File: config.mk
export PLATFORM = sky130hd
export DESIGN_NAME = mac_host_driver
export DESIGN_NICKNAME = d
export VERILOG_FILES = /design/src/rtl/mac_host_driver.sv
export SDC_FILE = /design/constraint.sdc
export NUM_CORES = 1
export LEC_CHECK = 0
export BUFFER_PORTS_ARGS = -buffer_cell sky130_fd_sc_hd__buf_2
export CORE_ASPECT_RATIO = 1.4
export CORE_MARGIN = 3
export CORE_UTILIZATION = 48
export DETAILED_ROUTE_END_ITERATION = 10
export GPL_TIMING_DRIVEN = 1
export PLACE_DENSITY_LB_ADDON = 0.3
export SKIP_CTS_REPAIR_TIMING = 1
export SLEW_MARGIN = 20
export SYNTH_ARGS = -nofsm -noshare
export SYNTH_HDL_FRONTEND = slang
export SYNTH_SLANG_ARGS = --single-unit
File: constraint.sdc
create_clock -name clk -period 2.1 [get_ports clk]
set_input_delay 0.21 -clock clk [delete_from_list [all_inputs] [get_ports clk]]
set_output_delay 0.21 -clock clk [all_outputs]
set_load 0.02 [all_outputs]
File: src/rtl/mac_host_driver.sv
// Host-side sequencer for a MAC datapath: latches a command's operands, holds them
// for a setup window, pulses trig, waits out the MAC latency and returns the result.
module mac_host_driver #(
  parameter int unsigned SETUP_CYC = 1,
  parameter int unsigned LATENCY   = 2
) (
  input  logic        clk,
  input  logic        rst,
  input  logic        cmd_valid,
  output logic        cmd_ready,
  input  logic [7:0]  cmd_din,
  input  logic [7:0]  cmd_win,
  input  logic [7:0]  cmd_bias,
  input  logic        cmd_sign,
  output logic [7:0]  din,
  output logic [7:0]  win0,
  output logic [7:0]  bias0,
  output logic        sign,
  output logic        trig,
  input  logic [7:0]  dout0,
  output logic        rsp_valid,
  input  logic        rsp_ready,
  output logic [7:0]  rsp_data,
  output logic        busy,
  output logic [15:0] txn_count
);

  typedef enum logic [2:0] {IDLE, DRIVE, TRIG, WAIT, RESP} state_e;

  // The counter holds "cycles remaining minus one", so it is loaded with N-1.
  localparam logic [3:0] SETUP_LOAD = 4'(SETUP_CYC - 1);
  localparam logic [3:0] LAT_LOAD   = 4'(LATENCY - 1);

  state_e      state_q, state_d;
  logic [3:0]  cnt_q, cnt_d;
  logic        cmd_ready_q, busy_q, trig_q, rsp_valid_q, sign_q;
  logic [7:0]  din_q, win0_q, bias0_q, rsp_data_q;
  logic [15:0] txn_count_q;
  logic        accept, capture, done;

  assign accept  = (state_q == IDLE) && cmd_valid;
  assign capture = (state_q == WAIT) && (cnt_q == 4'd0);
  assign done    = (state_q == RESP) && rsp_ready;

  always_comb begin
    // NOTE: every always_comb output gets a default first so no path leaves it unassigned (no latch).
    state_d = state_q;
    cnt_d   = cnt_q;
    unique case (state_q)
      IDLE: if (cmd_valid) begin
        state_d = DRIVE;
        cnt_d   = SETUP_LOAD;
      end
      DRIVE: if (cnt_q == 4'd0) state_d = TRIG;
             else               cnt_d   = cnt_q - 4'd1;
      TRIG: begin
        state_d = WAIT;
        cnt_d   = LAT_LOAD;
      end
      WAIT: if (cnt_q == 4'd0) state_d = RESP;
            else               cnt_d   = cnt_q - 4'd1;
      RESP: if (rsp_ready) state_d = IDLE;
      default: state_d = IDLE;
    endcase
  end

  // Status outputs are registered from the next state so they line up with state_q.
  always_ff @(posedge clk) begin
    // NOTE: sequential state uses non-blocking assignments so all registers update from pre-edge values.
    if (rst) begin
      state_q     <= IDLE;
      cnt_q       <= 4'd0;
      cmd_ready_q <= 1'b1;
      busy_q      <= 1'b0;
      trig_q      <= 1'b0;
      rsp_valid_q <= 1'b0;
      rsp_data_q  <= 8'h00;
      din_q       <= 8'h00;
      win0_q      <= 8'h00;
      bias0_q     <= 8'h00;
      sign_q      <= 1'b0;
      txn_count_q <= 16'h0000;
    end else begin
      state_q     <= state_d;
      cnt_q       <= cnt_d;
      cmd_ready_q <= (state_d == IDLE);
      busy_q      <= (state_d != IDLE);
      trig_q      <= (state_d == TRIG);
      rsp_valid_q <= (state_d == RESP);
      if (accept) begin
        din_q   <= cmd_din;
        win0_q  <= cmd_win;
        bias0_q <= cmd_bias;
        sign_q  <= cmd_sign;
      end
      if (capture) rsp_data_q  <= dout0;
      if (done)    txn_count_q <= txn_count_q + 16'd1;
    end
  end

  assign cmd_ready = cmd_ready_q;
  assign busy      = busy_q;
  assign trig      = trig_q;
  assign rsp_valid = rsp_valid_q;
  assign rsp_data  = rsp_data_q;
  assign din       = din_q;
  assign win0      = win0_q;
  assign bias0     = bias0_q;
  assign sign      = sign_q;
  assign txn_count = txn_count_q;

endmodule

==> impl_metrics.tcl <==
set metrics [dict create \
    finalSetupTns_ps 0 \
    vdd_drop_max_mv 0.6905 \
    drive_gt1_frac 0.2973 \
    setup_viol 0 \
    cp-end-kind "flip-flop" \
    ios 90 \
    cts_tree "built" \
    yosys.area.top_type_share 0.5128 \
    period_needed_ps 1946 \
    start_util 0.5083 \
    required_ps 2310 \
    maxSlewViolCount 0 \
    synth_edf_count 0 \
    routed_wl_mm 5.239 \
    cp.arrival_ps 2150 \
    yosysSeqAreaShare 0.5128 \
    clk_path_buf_depth 2 \
    ys_ff_latch 60 \
    grt_antenna_before_repair 0 \
    synthCells 274 \
    p_leak_nw 1.381 \
    p_per_area_nw_per_um2 1081 \
    r2r_start "cnt_q[0]" \
    wl_per_cell_um 12.13 \
    die_height_um 88.66 \
    rows 29 \
    dieArea_um2 5766 \
    synthFlopType "dfxtp_1" \
    yosys-top-cells-area "dfxtp_1 (51%), nand2_1 (9.5%), a21oi_1 (8.1%), mux2i_1 (3.4%), nor2_1 (3.4%)" \
    core-area_um2 4608 \
    worstPathMaxFanout 4 \
    root_buffer "clkbuf_8" \
    drv_cap 0 \
    ys_warn_count 0 \
    hp-class "input port to flip-flop" \
    numPortBuffers 89 \
    place_hpwl_mm 3.756 \
    relSlewSlack 0.4289 \
    drt_iter0_drc 102 \
    final_nets 404 \
    worst_pin_slew_ps 856.6 \
    numCtsBuffers 9 \
    r2r_end "busy" \
    grt_max_degree 31 \
    first_global_vias 1985 \
    crit_end "busy" \
    yosysTopAreaCell "dfxtp_1" \
    async_flop_share 0 \
    die_x_um 65.04 \
    grt_pass1_wl_mm 8.625 \
    place.gp.congestion 0.8570 \
    n_antenna_cell 0 \
    start_kind "flip-flop" \
    area_delta_synth_final_pct 29.33 \
    clkLatencyLatePin_ps 330 \
    crit_type "flip-flop to flip-flop" \
    rsz0062_at_grt "no" \
    drt_pass1_iterations 4 \
    grt.overflow.total 0 \
    syn_avg_cell_area_um2 8.548 \
    status "completed" \
    fin_worst_skew_ps 6.162 \
    synth_nets 313 \
    vias_per_cell 5.005 \
    reg2reg_slack_ps 150 \
    post-route-period-util 0.9265 \
    max_freq_ghz 0.5140 \
    route.detailed.drc 0 \
    synth.distinct_cells 32 \
    crit_start "cnt_q[0]" \
    h-tree-depth 3 \
    track_usage 0.1920 \
    synth_area_um2 2342 \
    reg2reg_depth 6 \
    cts_sinks 60 \
    ant_nets 0 \
    finalPower_mw 3.275 \
    via_count 2162 \
    path_clk_slew_ps 60 \
    hold_viol_final 0 \
]
-- synthesized netlist by cell type, types with 2 or more instances --
cell type  count
dfxtp_1       60
nand2_1       59
a21oi_1       38
nor2_1        21
clkbuf_1      13
mux2i_1        8
nand3_1        8
or3_1          8
inv_1          7
o21ai_0        7
xnor2_1        5
nor3_1         4
xor2_1         4
and3_1         3
nand3b_1       3
nand4_1        3
nor4_1         3
or4_1          3
buf_2          2
ha_1           2
o31ai_1        2
-- critical path, cell delays in order, from the launching register on --
cell and delay (ps):
dfxtp_1 310, inv_1 90, ha_1 220, nor4bb_1 560
xnor2_1 190, nor3_1 90, or3_1 370
-- sequential cells by signal, summed over array words and instances (netlist names), 3 cells and up --
name / count
bias0: 8
cnt_q: 4
din: 8
rsp_data: 8
state_q: 3
txn_count: 16
win0: 8
-- metal layers --
layer | part of all wire | routed length, um | GRT usage | vias up
met1 | 0.40 | 2120 | 0.2090 | 962
met4 | 0.017 | 87 | 0.1000 | 0
li1 | - | - | - | 1113
met5 | 0 | 0 | 0 | -
met2 | 0.49 | 2588 | 0.3315 | 79
met3 | 0.084 | 442 | 0.06353 | 8
-- worst min-delay path by stage --
stage                     cells after the start  slack (ps)          to        from
final                                         3         110     win0[3]  cmd_win[3]
after global routing                          3         110     win0[2]  cmd_win[2]
after CTS                                     3         100     win0[3]  cmd_win[3]
after detailed placement                      2         450    bias0[2]    bias0[2]
after global placement                        2         440    bias0[3]    bias0[3]
after floorplan                               1         300  state_q[2]         rst
-- layout by cell type (no fill, tap or decap), types with 2 or more instances in the layout --
| cell | Yosys | final |
|---|---|---|
| xnor2_1 | 5 | 5 |
| or4_1 | 3 | 3 |
| nor4_1 | 3 | 3 |
| o21ai_0 | 7 | 7 |
| or3_1 | 8 | 8 |
| a21oi_1 | 38 | 38 |
| o31ai_1 | 2 | 2 |
| xor2_1 | 4 | 4 |
| buf_2 | 2 | 89 |
| mux2i_1 | 8 | 8 |
| ha_1 | 2 | 2 |
| nand3_1 | 8 | 8 |
| nand3b_1 | 3 | 3 |
| buf_4 | 0 | 7 |
| nand2_1 | 59 | 59 |
| nor2_1 | 21 | 21 |
| clkbuf_1 | 13 | 3 |
| nand4_1 | 3 | 3 |
| clkbuf_8 | 0 | 12 |
| and3_1 | 3 | 3 |
| dfxtp_1 | 60 | 60 |
| nor3_1 | 4 | 4 |
| inv_1 | 7 | 7 |
-- cell families (layout without fill, tap and decap cells) --
group / count (synthesis) / in the layout / share of synthesized area
AOI/OAI and AO/OA: 50 / 50 / 0.1127
xor gates and xnor gates: 9 / 9 / 0.03365
adders and majority gates: 2 / 2 / 0.01068
buffers and inverters: 23 / 119 / 0.04114
DFF: 60 / 60 / 0.5128
muxes: 8 / 8 / 0.03419
and+or+nand+nor: 122 / 122 / 0.2548
-- stage by stage --
| stage | cell area [um^2] | worst slack, ps | util | hold slack [ps] | cells |
|---|---|---|---|---|---|
| 2_1_floorplan | 2342 | 194.8 | - | 297.2 | 274 |
| 3_3_place_gp | 2848 | 283.3 | 0.6180 | 438.8 | 416 |
| 3_5_place_dp | 2848 | 164.6 | 0.6180 | 445.4 | 416 |
| 4_1_cts | 3029 | 141.5 | 0.6573 | 101.6 | 432 |
| 5_1_grt | 3029 | 9.422 | 0.6573 | 107.2 | 432 |
| 6_report | 3029 | 154.4 | 0.6573 | 114.6 | 432 |
-- power breakdown --
group	total [mW]	switching, mW	internal [mW]
logic	0.914	0.553	0.362
clock network	0.936	0.412	0.525
registers	1.42	0.118	1.31
-- cell type report --
cell class                      count  area [um^2]
Tap cell                           62        77.57
Sequential cell                    60         1201
Fill cell                         393         1579
Clock buffer                       15        176.4
Clock inverter                      1        5.005
Timing Repair Buffer               96        498.0
Multi-Input combinational cell    191         1045
Inverter                            7        26.28
(Power assumes the default switching activity.)
